File: config.mk
export PLATFORM = sky130hd
export DESIGN_NAME = imm_ext_pipe_flat
export DESIGN_NICKNAME = d
export VERILOG_FILES = /design/src/rtl/imm_ext_pipe_if.sv /design/src/rtl/imm_ext_pipe.sv /design/src/flat_wrapper.sv
export SDC_FILE = /design/constraint.sdc
export NUM_CORES = 1
export LEC_CHECK = 0
export CAP_MARGIN = 40
export CORE_MARGIN = 4
export CORE_UTILIZATION = 35
export DETAILED_ROUTE_END_ITERATION = 7
export PLACE_DENSITY_LB_ADDON = 0.2
export SLEW_MARGIN = 15
export SYNTH_ARGS = -nofsm -noshare
export SYNTH_HDL_FRONTEND = slang
export SYNTH_SLANG_ARGS = --single-unit
File: constraint.sdc
create_clock -name clk -period 4.55 [get_ports clk]
set_input_delay 0.91 -clock clk [delete_from_list [all_inputs] [get_ports clk]]
set_output_delay 0.91 -clock clk [all_outputs]
set_load 0.02 [all_outputs]
File: src/rtl/imm_ext_pipe_if.sv
// imm_ext_pipe_if
//   Handshake bundle for the immediate-extension stage.
//   Request side : in_valid, in_ready, in_mode, in_imm, in_tag
//   Result side  : out_valid, out_ready, out_imm, out_tag, out_err
//   slave  modport : the extension stage (consumes requests, produces results)
//   master modport : the surrounding pipeline (issues requests, consumes results)
interface imm_ext_pipe_if #(
    parameter int IN_W  = 16,
    parameter int OUT_W = 32,
    parameter int TAG_W = 5
);
    logic             in_valid;
    logic             in_ready;
    logic [2:0]       in_mode;
    logic [IN_W-1:0]  in_imm;
    logic [TAG_W-1:0] in_tag;
    logic             out_valid;
    logic             out_ready;
    logic [OUT_W-1:0] out_imm;
    logic [TAG_W-1:0] out_tag;
    logic             out_err;

    modport slave (
        input  in_valid, in_mode, in_imm, in_tag, out_ready,
        output in_ready, out_valid, out_imm, out_tag, out_err
    );

    modport master (
        output in_valid, in_mode, in_imm, in_tag, out_ready,
        input  in_ready, out_valid, out_imm, out_tag, out_err
    );
endinterface

File: src/rtl/imm_ext_pipe.sv
// imm_ext_pipe
//   Registered immediate-extension stage with a one-entry skid buffer.
//   Ports:
//     clk      rising-edge clock
//     rst_n    asynchronous active-low reset
//     flush    synchronous flush: empties the stage, drops the offered input
//     bus      imm_ext_pipe_if.slave handshake bundle (requests in, results out)
//     err_cnt  saturating count of accepted reserved-mode (6/7) requests
//   Modes: 0 zext, 1 sext, 2 upper placement, 3 sext << BR_SHIFT,
//          4 sext of low byte, 5 zext of low byte, 6/7 reserved (0 with error).
module imm_ext_pipe #(
    parameter int IN_W     = 16,
    parameter int OUT_W    = 32,
    parameter int BR_SHIFT = 2,
    parameter int TAG_W    = 5
) (
    input  logic                clk,
    input  logic                rst_n,
    input  logic                flush,
    imm_ext_pipe_if.slave       bus,
    output logic [7:0]          err_cnt
);

    // Compute the extended operand for one request.
    function automatic logic [OUT_W-1:0] ext_imm(input logic [2:0] mode,
                                                 input logic [IN_W-1:0] imm);
        logic [OUT_W-1:0] zx;
        logic [OUT_W-1:0] sx;
        logic [OUT_W-1:0] up;
        logic [OUT_W-1:0] zb;
        logic [OUT_W-1:0] sb;
        logic [OUT_W-1:0] res;
        zx = '0;
        zx[IN_W-1:0] = imm;
        sx = {OUT_W{imm[IN_W-1]}};
        sx[IN_W-1:0] = imm;
        up = '0;
        up[OUT_W-1 -: IN_W] = imm;
        zb = '0;
        zb[7:0] = imm[7:0];
        sb = {OUT_W{imm[7]}};
        sb[7:0] = imm[7:0];
        case (mode)
            3'd0:    res = zx;
            3'd1:    res = sx;
            3'd2:    res = up;
            3'd3:    res = sx << BR_SHIFT;
            3'd4:    res = sb;
            3'd5:    res = zb;
            default: res = '0;
        endcase
        return res;
    endfunction

    logic             out_valid_q, out_valid_d;
    logic [OUT_W-1:0] out_imm_q,   out_imm_d;
    logic [TAG_W-1:0] out_tag_q,   out_tag_d;
    logic             out_err_q,   out_err_d;
    logic             skid_valid_q, skid_valid_d;
    logic [OUT_W-1:0] skid_imm_q,   skid_imm_d;
    logic [TAG_W-1:0] skid_tag_q,   skid_tag_d;
    logic             skid_err_q,   skid_err_d;
    logic [7:0]       err_cnt_q,    err_cnt_d;

    logic             accept_s;
    logic [OUT_W-1:0] result_s;
    logic             res_err_s;

    // Next-state logic for the output register, skid entry and error counter.
    always_comb begin
        accept_s  = bus.in_valid & ~skid_valid_q & ~flush;
        result_s  = ext_imm(bus.in_mode, bus.in_imm);
        res_err_s = bus.in_mode[2] & bus.in_mode[1];

        out_valid_d  = out_valid_q;
        out_imm_d    = out_imm_q;
        out_tag_d    = out_tag_q;
        out_err_d    = out_err_q;
        skid_valid_d = skid_valid_q;
        skid_imm_d   = skid_imm_q;
        skid_tag_d   = skid_tag_q;
        skid_err_d   = skid_err_q;

        if (flush) begin
            out_valid_d  = 1'b0;
            skid_valid_d = 1'b0;
        end else if (!out_valid_q || bus.out_ready) begin
            // Output slot frees up this cycle; the skid entry is older than
            // any new request, so it has priority. in_ready is low while the
            // skid is full, so no accept can collide with the move.
            if (skid_valid_q) begin
                out_valid_d  = 1'b1;
                out_imm_d    = skid_imm_q;
                out_tag_d    = skid_tag_q;
                out_err_d    = skid_err_q;
                skid_valid_d = 1'b0;
            end else if (accept_s) begin
                out_valid_d = 1'b1;
                out_imm_d   = result_s;
                out_tag_d   = bus.in_tag;
                out_err_d   = res_err_s;
            end else begin
                out_valid_d = 1'b0;
            end
        end else begin
            // Output is stalled: a new request parks in the skid entry.
            if (accept_s) begin
                skid_valid_d = 1'b1;
                skid_imm_d   = result_s;
                skid_tag_d   = bus.in_tag;
                skid_err_d   = res_err_s;
            end else begin
                skid_valid_d = skid_valid_q;
            end
        end

        if (accept_s && res_err_s && (err_cnt_q != 8'hFF)) begin
            err_cnt_d = err_cnt_q + 8'd1;
        end else begin
            err_cnt_d = err_cnt_q;
        end
    end

    // State registers with asynchronous reset.
    always_ff @(posedge clk or negedge rst_n) begin
        if (!rst_n) begin
            out_valid_q  <= 1'b0;
            out_imm_q    <= '0;
            out_tag_q    <= '0;
            out_err_q    <= 1'b0;
            skid_valid_q <= 1'b0;
            skid_imm_q   <= '0;
            skid_tag_q   <= '0;
            skid_err_q   <= 1'b0;
            err_cnt_q    <= 8'd0;
        end else begin
            out_valid_q  <= out_valid_d;
            out_imm_q    <= out_imm_d;
            out_tag_q    <= out_tag_d;
            out_err_q    <= out_err_d;
            skid_valid_q <= skid_valid_d;
            skid_imm_q   <= skid_imm_d;
            skid_tag_q   <= skid_tag_d;
            skid_err_q   <= skid_err_d;
            err_cnt_q    <= err_cnt_d;
        end
    end

    // in_ready depends only on registered state.
    assign bus.in_ready  = ~skid_valid_q;
    assign bus.out_valid = out_valid_q;
    assign bus.out_imm   = out_imm_q;
    assign bus.out_tag   = out_tag_q;
    assign bus.out_err   = out_err_q;
    assign err_cnt       = err_cnt_q;

endmodule

File: src/flat_wrapper.sv
// flat-port wrapper written by rule: the top's interface ports become plain ports
module imm_ext_pipe_flat 
#(
    parameter int IN_W     = 16,
    parameter int OUT_W    = 32,
    parameter int BR_SHIFT = 2,
    parameter int TAG_W    = 5
)
  (clk, rst_n, flush, err_cnt, bus_in_valid, bus_in_mode, bus_in_imm, bus_in_tag, bus_out_ready, bus_in_ready, bus_out_valid, bus_out_imm, bus_out_tag, bus_out_err);
  imm_ext_pipe_if #(.IN_W(IN_W), .OUT_W(OUT_W), .TAG_W(TAG_W)) bus_i ();
  input  logic clk;
  input  logic rst_n;
  input  logic flush;
  output logic [7:0] err_cnt;
  input wire logic [$bits(bus_i.in_valid)-1:0] bus_in_valid;
  input wire logic [$bits(bus_i.in_mode)-1:0] bus_in_mode;
  input wire logic [$bits(bus_i.in_imm)-1:0] bus_in_imm;
  input wire logic [$bits(bus_i.in_tag)-1:0] bus_in_tag;
  input wire logic [$bits(bus_i.out_ready)-1:0] bus_out_ready;
  output wire logic [$bits(bus_i.in_ready)-1:0] bus_in_ready;
  output wire logic [$bits(bus_i.out_valid)-1:0] bus_out_valid;
  output wire logic [$bits(bus_i.out_imm)-1:0] bus_out_imm;
  output wire logic [$bits(bus_i.out_tag)-1:0] bus_out_tag;
  output wire logic [$bits(bus_i.out_err)-1:0] bus_out_err;
  assign bus_i.in_valid = bus_in_valid;
  assign bus_i.in_mode = bus_in_mode;
  assign bus_i.in_imm = bus_in_imm;
  assign bus_i.in_tag = bus_in_tag;
  assign bus_i.out_ready = bus_out_ready;
  assign bus_in_ready = bus_i.in_ready;
  assign bus_out_valid = bus_i.out_valid;
  assign bus_out_imm = bus_i.out_imm;
  assign bus_out_tag = bus_i.out_tag;
  assign bus_out_err = bus_i.out_err;
  imm_ext_pipe #(.IN_W(IN_W), .OUT_W(OUT_W), .BR_SHIFT(BR_SHIFT), .TAG_W(TAG_W)) u_core (.clk(clk), .rst_n(rst_n), .flush(flush), .bus(bus_i), .err_cnt(err_cnt));
endmodule
==> flow_metrics.py, run 1 <==
metrics = {
    "synthesis": {
        "ys_seq_elements": 86,
        "synth-seq-area-share": 0.524,
        "synth_area_per_cell_um2": 9.11,
        "yosysWarnings": 0,
        "syn_inst": 451,
        "synth_fp_nets": 481,
        "yosysTopAreaCellShare": 0.524,
        "netlist_area_um2": 4110,
        "synth_top_flop_cell": "dfrtp_1",
        "post_synth_num_cell_types": 43,
        "synth_edf_count": 0,
        "ys_top_cells_by_area": "dfrtp_1 52%, nand2_1 8.9%, a21oi_1 6.0%, o21ai_0 3.7%, nor2_1 3.6%",
        "ys_async_sr_fraction": 1.00,
        "synth_area_leader_cell": "dfrtp_1",
    },
    "run_status": {
        "status": "finished clean",
    },
    "job": {
        "maxCapViolCount": 0,
    },
    "timing": {
        "rsz0062_at_grt": "false",
        "finalMaxSlewViolations": 0,
        "setup_viol": 0,
        "setup_tns_ns": 0,
        "relSlewSlack": 0.493,
        "finalHoldViolCount": 0,
        "tightest_slew_ns": 0.761,
        "period_minus_slack_ns": 2.83,
        "clock_skew_ns": 0.00466,
        "max_freq_mhz": 353,
        "fin_crit_sh": 0.622,
    },
    "final_layout": {
        "syn_to_final_growth_pct": 29.0,
        "antenna_cells": 0,
        "layoutNonFillerInstCount": 666,
        "layout-drive-gt1-share": 0.0765,
        "finalNetCount": 548,
        "multi_input_area_um2": 1790,
        "fillers": 1123,
        "seqCellArea_um2": 2150,
    },
    "min_path": {
        "hp-class": "reg -> reg",
    },
    "setup_path": {
        "crit_chain": "clkdlybuf4s50_1, or3b_1, nor2_2, buf_4, nor2_1, a31oi_1",
        "slowest_delay_ns": 0.56,
        "arrival_ns": 3.08,
        "worst_path_max_delay_cell": "nor2_2",
        "path_max_fanout": 22,
        "cp-end-kind": "register",
        "required_ns": 4.80,
        "cp-start-kind": "primary input",
        "worstSetupPathType": "in -> reg",
    },
    "grt": {
        "grt_pass1_wl_mm": 17.8,
        "grt_max_degree": 58,
        "grt_pass1_vias": 3500,
        "antenna_found_initial": 0,
        "gr-usage-all-layers": 0.167,
        "gr-total-overflow": 0,
    },
    "floorplan": {
        "rows": 39,
        "coreArea_um2": 11500,
        "ioPinCount": 77,
        "start_util": 0.358,
        "chipHeight_um": 116,
        "fp.dieW_um": 116,
        "die-area_um2": 13500,
    },
    "detailed_routing": {
        "drc": 0,
        "wire_per_inst_um": 16.0,
        "via_per_inst": 5.21,
        "routed_wl_mm": 10.7,
        "drtIter0Drc": 213,
        "vias": 3470,
        "firstDrtPassIters": 4,
        "ant_nets": 0,
    },
    "clocking": {
        "cts_root_buf": "clkbuf_16",
        "cts_buffers": 9,
        "worstSkewPairLatency_ns": 0.33,
        "clk_pin_slew_worst_paths_ns": 0.07,
        "htreeDepth": 3,
        "cts_tree": "built",
        "cts_resized": 0,
        "clk_path_buf_depth": 2,
        "cts_setup_buffers": 0,
        "cts_hold_buf": 0,
        "cts.sinks": 86,
    },
    "placement": {
        "io_buffer_count": 76,
        "dp_cells": 650,
        "hpwl_mm": 7.57,
        "gp_congestion": 0.804,
    },
    "power_and_ir_drop": {
        "power.density_nw_per_um2": 425,
        "vdd_drop_max_uv": 268,
        "total_power_mw": 2.25,
        "power_leakage_nw": 2.33,
    },
}
## metrics by stage
stage	util	area (µm²)	hold WS [ns]	setup slack, ns
final	0.462	5300	0.477	1.72
after global routing	0.462	5300	0.498	1.54
after CTS	0.462	5300	0.479	1.72
after detailed placement	0.438	5020	0.462	1.39
after global placement	0.431	4940	0.457	1.31
after floorplan	-	4110	0.445	2.39
## routing by layer
metal | vias up | wire (µm) | GRT usage
met5 | - | 0 | 0
met4 | 0 | 218 | 0.0565
met3 | 16 | 526 | 0.0378
met2 | 83 | 4840 | 0.260
met1 | 1675 | 5090 | 0.230
li1 | 1696 | - | -
## path summary, 6_finish.rpt
path,endpoint,cells after the start,startpoint,slack [ns]
max reg2reg,u_core.skid_imm_q[12],6,u_core.skid_valid_q,1.86
max in group asynchronous,u_core.skid_imm_q[14],2,rst_n,3.43
min reg2reg,u_core.bus.out_tag[2],2,u_core.bus.out_tag[2],0.48
max,u_core.skid_imm_q[12],6,bus_in_valid,1.72
min,u_core.bus.out_tag[2],2,u_core.bus.out_tag[2],0.48
min in group asynchronous,u_core.bus.out_imm[21],1,rst_n,0.50
## cell type report
cell class	instances	area share
Sequential cell	86	0.406
Inverter	6	0.00425
Tap cell	143	0.0338
Clock buffer	9	0.0425
Timing Repair Buffer	87	0.166
Clock inverter	7	0.0104
Multi-Input combinational cell	328	0.337
## cell usage after synthesis (all sizes together), types with 8 or more instances
cell type and instances:
nand3 10, nand2b 8, o21ai 30, o31ai 13, nand2 97, dfrtp 86
buf 12, a21oi 49, nor2b 8, mux2i 11, nor2 41, clkbuf 19
a31oi 8
## state kept, by name, indices dropped and copies added (netlist names)
register	cells
u_core.skid_tag_q	5
u_core.err_cnt	8
u_core.bus.out_err	1
u_core.bus.out_imm	32
u_core.skid_err_q	1
u_core.bus.out_valid	1
u_core.skid_imm_q	32
u_core.bus.out_tag	5
u_core.skid_valid_q	1
## worst max-delay path, delay by kind of cell
family / cells / cell delay, ns
and+or+nand+nor: 3 / 1.11
AOI/OAI and AO/OA: 1 / 0.16
buffers and inverters: 2 / 0.89
## report_power, final
| group | internal, mW | switching [mW] |
|---|---|---|
| combinational | 0.255 | 0.286 |
| clock | 0.378 | 0.323 |
| sequential | 0.912 | 0.0969 |
| total | 1.54 | 0.706 |
## logic make-up (layout without fill, tap and decap cells)
group / after synthesis / after routing / share of synthesized area
and+or+nand+nor: 184 / 184 / 0.203
adders and majority gates: 1 / 1 / 0.00305
DFF: 86 / 86 / 0.524
buffers and inverters: 37 / 109 / 0.0408
muxes: 18 / 18 / 0.0460
AOI/OAI and AO/OA: 123 / 123 / 0.179
xor gates and xnor gates: 2 / 2 / 0.00427
## layout by cell type, fill, tap and decap left out, drive strengths merged, types with 2 or more instances in the layout
cell type      Yosys  layout
a211oi             2       2
a21o               2       2
a21oi             49      49
a221o              7       7
a221oi             4       4
a31oi              8       8
and2               5       5
and3               5       5
buf               12      12
clkbuf            19       9
clkdlybuf4s50      0      75
clkinv             0       2
dfrtp             86      86
inv                6      10
mux2               7       7
mux2i             11      11
nand2             97      97
nand2b             8       8
nand3             10      10
nand4              2       2
nor2              41      41
nor2b              8       8
nor3               2       2
o21a               2       2
o21ai             30      30
o22ai              3       3
o31ai             13      13
xnor2              2       2
Note: power is estimated with default switching activity, not from simulation.
==> run 2, diff against run 1 <==
==> constraint.sdc (replaced) <==
create_clock -name clk -period 2.75 [get_ports clk]
set_input_delay 0.55 -clock clk [delete_from_list [all_inputs] [get_ports clk]]
set_output_delay 0.55 -clock clk [all_outputs]
set_load 0.02 [all_outputs]
==> flow_metrics.py, run 2 (synthesis results as in run 1) <==
metrics = {
    "timing": {
        "setup_tns_ns": 0,
        "relSlewSlack": 0.537,
        "finalMaxSlewViolations": 0,
        "tightest_slew_ns": 0.694,
        "setup_viol": 0,
        "rsz0062_at_grt": "false",
        "finalHoldViolCount": 0,
        "fin_crit_sh": 0.803,
        "max_freq_mhz": 453,
        "hold_ws_ns": 0.205,
        "clock_skew_ns": 0.00789,
        "fin_ws_ns": 0.542,
        "period_minus_slack_ns": 2.21,
    },
    "detailed_routing": {
        "vias": 3565,
        "wire_per_inst_um": 16.4,
        "firstDrtPassIters": 4,
        "drtIter0Drc": 257,
        "routed_wl_mm": 11.1,
        "ant_nets": 0,
        "via_per_inst": 5.29,
        "drc": 0,
    },
    "power_and_ir_drop": {
        "p_comb_frac": 0.230,
        "vdd_drop_max_uv": 394,
        "clkPwrFrac": 0.343,
        "power.density_nw_per_um2": 727,
        "seqPwrFrac": 0.427,
        "internal-power_mw": 2.74,
        "switchingPower_mw": 1.17,
        "switching_share": 0.299,
        "power_leakage_nw": 2.38,
        "total_power_mw": 3.92,
    },
    "floorplan": {
        "chipHeight_um": 116,
        "coreArea_um2": 11500,
        "rows": 39,
        "start_util": 0.358,
        "ioPinCount": 77,
        "die-area_um2": 13500,
        "fp.dieW_um": 116,
    },
    "placement": {
        "hpwl_mm": 7.62,
        "dp_worst_setup_slack_ns": 0.305,
        "gp_congestion": 0.790,
        "io_buffer_count": 76,
    },
    "grt": {
        "grt_pass1_wl_mm": 18.5,
        "antenna_found_initial": 0,
        "busiest_layer": "met2",
        "gr-usage-all-layers": 0.172,
        "use_met3": 0.0264,
        "gr-total-overflow": 0,
        "grt_pass1_vias": 3638,
        "grt_use_met2": 0.276,
        "use_met1": 0.240,
        "grt_max_degree": 47,
    },
    "clocking": {
        "worstSkewPairLatency_ns": 0.34,
        "cts_hold_buf": 0,
        "cts_tree": "built",
        "clk_path_buf_depth": 2,
        "cts_setup_buffers": 0,
        "cts_root_buf": "clkbuf_16",
        "cts_resized": 0,
        "cts.sinks": 86,
        "cts_buffers": 9,
        "htreeDepth": 3,
        "clk_pin_slew_worst_paths_ns": 0.07,
    },
    "setup_path": {
        "path_max_fanout": 10,
        "r2r_setup_slack_ns": 0.93,
        "cp-end-kind": "output pin",
        "slowest_delay_ns": 0.65,
        "crit_buf_inv": 2,
        "required_ns": 2.20,
        "startpoint": "u_core.skid_valid_q",
        "worst_path_dominant_cell_family": "buffers and inverters",
        "worst_path_max_delay_cell": "clkdlybuf4s50_1",
        "rr_endpoint": "u_core.skid_imm_q[19]",
        "cp-start-kind": "register",
        "r2r-start": "u_core.skid_valid_q",
        "worstSetupPathType": "reg -> out",
        "rr_worst_depth": 4,
        "crit_chain": "inv_2, clkdlybuf4s50_1",
        "arrival_ns": 1.66,
    },
    "final_layout": {
        "layout-drive-gt1-share": 0.0923,
        "antenna_cells": 0,
        "final_util": 0.470,
        "mostFrequentLayoutCells": "97 x nand2_1, 86 x dfrtp_1, 75 x clkdlybuf4s50_1",
        "layout_commonest_cell": "nand2_1",
        "syn_to_final_growth_pct": 31.3,
        "finalNetCount": 556,
    },
    "job": {
        "maxCapViolCount": 0,
    },
    "min_path": {
        "hp-class": "in -> async",
    },
    "run_status": {
        "status": "finished clean",
    },
}
==> run 2: cell types whose count changed in the layout (fill, tap and decap cells not counted), moves of 2 or more <==
cell,previous run,this run
clkinv_2,2,0
bufinv_16,0,2
clkinv_4,0,2
buf_16,2,0
inv_6,3,1
buf_4,9,18
==> run 2: power by group through the flow <==
stage                     registers (mW)  clock network, mW  logic [mW]
final                               1.67               1.34       0.902
after global placement              1.69                  0       0.893
after detailed placement            1.69                  0       0.911
after floorplan                     1.81                  0       0.344
after global routing                1.71               1.41       0.995
after CTS                           1.67               1.36       0.915
==> run 2: area by class of cell <==
cell class              instances  area [µm²]
fillers                      1106        6080
flip-flops and latches         86        2150
multi-input cells             328        1790
repair buffers                 95         913
clock buffers                   9         225
well taps                     143         179
clock inverters                 7         105
inverters                       6        22.5
==> run 2: worst max path at each step <==
| stage | endpoint | slack (ns) | depth (start not counted) |
|---|---|---|---|
| after floorplan | u_core.skid_imm_q[19] | 0.95 | 7 |
| after global placement | u_core.bus.out_imm[14] | -0.06 | 5 |
| after detailed placement | u_core.bus.out_imm[16] | 0.30 | 6 |
| after CTS | bus_in_ready | 0.54 | 2 |
| after global routing | bus_in_ready | 0.46 | 2 |
| final | bus_in_ready | 0.54 | 2 |
==> run 2: stage by stage <==
stage	area, µm²	cells
2_1_floorplan	4110	451
3_3_place_gp	5050	657
3_5_place_dp	5050	657
4_1_cts	5380	673
5_1_grt	5390	674
6_report	5390	674
==> run 2: per-layer routing <==
metal,up-vias,share of wire
met5,-,0
met4,0,0.018
met3,20,0.054
met2,115,0.45
met1,1719,0.47
li1,1711,-
==> run 3, diff against run 2 <==
==> constraint.sdc (replaced) <==
create_clock -name clk -period 2.1 [get_ports clk]
set_input_delay 0.42 -clock clk [delete_from_list [all_inputs] [get_ports clk]]
set_output_delay 0.42 -clock clk [all_outputs]
set_load 0.02 [all_outputs]
==> flow_metrics.py, run 3 (synthesis results as in run 1) <==
metrics = {
    "final_layout": {
        "layout-drive-gt1-share": 0.111,
        "antenna_cells": 0,
        "layoutNonFillerInstCount": 685,
        "finalNetCount": 567,
        "syn_to_final_growth_pct": 34.0,
        "mostFrequentLayoutCells": "97 x nand2_1, 86 x dfrtp_1, 74 x clkdlybuf4s50_1",
        "layout_commonest_cell": "nand2_1",
        "fillers": 1144,
        "postLayoutCellArea_um2": 5500,
    },
    "setup_path": {
        "worstSetupPathType": "in -> reg",
        "path_depth": 7,
        "slowest_delay_ns": 0.51,
        "endpoint": "u_core.bus.out_imm[10]",
        "startpoint": "bus_in_mode[1]",
        "r2r_setup_slack_ns": 0.31,
        "crit_buf_inv": 3,
        "required_ns": 2.37,
        "worst_path_dominant_cell_family": "buffers and inverters",
        "rr_endpoint": "u_core.err_cnt[4]",
        "cp-end-kind": "register",
        "rr_worst_depth": 5,
        "arrival_ns": 2.19,
        "crit_chain": "clkdlybuf4s50_1, buf_4, nor2b_1, buf_4, nand3_1, nand2_1, a221o_1",
        "path_max_fanout": 23,
        "path_common_cell": "buf_4",
        "worst_path_max_delay_cell": "clkdlybuf4s50_1",
        "r2r-start": "u_core.skid_valid_q",
        "cp-start-kind": "primary input",
    },
    "placement": {
        "io_buffer_count": 76,
        "gp_congestion": 0.798,
        "place_area_um2": 5190,
        "hpwl_mm": 7.57,
        "dp_cells": 669,
        "dp_worst_setup_slack_ns": -0.151,
    },
    "grt": {
        "gr-usage-all-layers": 0.173,
        "grt_max_degree": 87,
        "antenna_found_initial": 0,
        "gr-total-overflow": 0,
        "grt_pass1_vias": 3600,
        "grt_pass1_wl_mm": 18.6,
    },
    "power_and_ir_drop": {
        "switching_share": 0.307,
        "clkPwrFrac": 0.327,
        "vdd_drop_max_uv": 505,
        "internal-power_mw": 3.50,
        "p_comb_frac": 0.238,
        "switchingPower_mw": 1.55,
        "power_leakage_nw": 2.43,
        "power.density_nw_per_um2": 917,
        "seqPwrFrac": 0.435,
        "total_power_mw": 5.04,
    },
    "floorplan": {
        "chipHeight_um": 116,
        "rows": 39,
        "fp.dieW_um": 116,
        "die-area_um2": 13500,
        "ioPinCount": 77,
        "coreArea_um2": 11500,
        "start_util": 0.358,
    },
    "clocking": {
        "htreeDepth": 3,
        "clk_path_buf_depth": 2,
        "clk_pin_slew_worst_paths_ns": 0.07,
        "cts_setup_buffers": 0,
        "cts_root_buf": "clkbuf_16",
        "worstSkewPairLatency_ns": 0.34,
        "cts_buffers": 9,
        "cts_tree": "built",
        "cts.sinks": 86,
        "cts_hold_buf": 0,
        "cts_resized": 0,
    },
    "detailed_routing": {
        "drc": 0,
        "ant_nets": 0,
        "firstDrtPassIters": 4,
        "drtIter0Drc": 230,
        "wire_per_inst_um": 16.0,
        "vias": 3536,
        "routed_wl_mm": 11.0,
        "via_per_inst": 5.16,
    },
    "timing": {
        "max_freq_mhz": 520,
        "fin_ws_ns": 0.177,
        "setup_viol": 0,
        "tightest_slew_ns": 0.515,
        "rsz0062_at_grt": "false",
        "finalHoldViolCount": 0,
        "clock_skew_ns": 0.00670,
        "period_minus_slack_ns": 1.92,
        "relSlewSlack": 0.653,
        "setup_tns_ns": 0,
        "fin_crit_sh": 0.916,
        "finalMaxSlewViolations": 0,
    },
    "job": {
        "maxCapViolCount": 0,
    },
    "run_status": {
        "status": "finished clean",
    },
    "min_path": {
        "hp-class": "in -> async",
    },
}
[run 3: cell types whose count changed in the layout (fill, tap and decap cells not counted), sizes merged]
| cell | change |
|---|---|
| buf | +12 |
| clkbuf | -1 |
| inv | +1 |
| clkinv | -1 |
| clkinvlp | +1 |
| bufinv | -1 |
| dlymetal6s2s | +1 |
| clkdlybuf4s50 | -1 |
[run 3: worst min-delay path by stage]
| stage | from | end | slack (ns) |
|---|---|---|---|
| 2_1_floorplan | rst_n | u_core.bus.out_err | 0.12 |
| 3_3_place_gp | u_core.skid_imm_q[6] | u_core.skid_imm_q[6] | 0.46 |
| 3_5_place_dp | u_core.skid_imm_q[4] | u_core.skid_imm_q[4] | 0.46 |
| 4_1_cts | rst_n | u_core.bus.out_imm[6] | 0.14 |
| 5_1_grt | rst_n | u_core.bus.out_imm[22] | 0.15 |
| 6_report | rst_n | u_core.bus.out_imm[19] | 0.12 |
[run 3: power groups by stage]
stage                     logic, mW  registers [mW]  clock network, mW
after floorplan               0.451            2.37                  0
after global placement         1.20            2.21                  0
after detailed placement       1.22            2.22                  0
after CTS                      1.22            2.19               1.70
after global routing           1.32            2.24               1.76
final                          1.20            2.19               1.65
[run 3: layout make-up]
cell class	count	area [µm²]	area share
Clock buffer	9	225	0.0409
Clock inverter	7	81.3	0.0148
Inverter	6	22.5	0.00409
Multi-Input combinational cell	328	1790	0.326
Sequential cell	86	2150	0.391
Tap cell	143	179	0.0325
Timing Repair Buffer	106	1050	0.191
[run 3: worst register-to-register path: cells and delay by family, from the launching register on]
family                 cells  cell delay [ns]
AND/OR/NAND/NOR            3             0.79
flip-flops                 1             0.43
multiplexers               1             0.29
buffers and inverters      1             0.18
[run 3: metrics by stage]
stage	hold slack, ns	utilization
after CTS	0.136	0.480
after global routing	0.149	0.480
after floorplan	0.124	-
after global placement	0.456	0.452
final	0.120	0.480
after detailed placement	0.462	0.453
[run 3: layer usage]
metal,vias up,wire length (µm),track usage
li1,1726,-,-
met1,1688,4960,0.240
met2,107,5150,0.277
met3,15,682,0.0337
met4,0,186,0.0526
met5,-,0,0
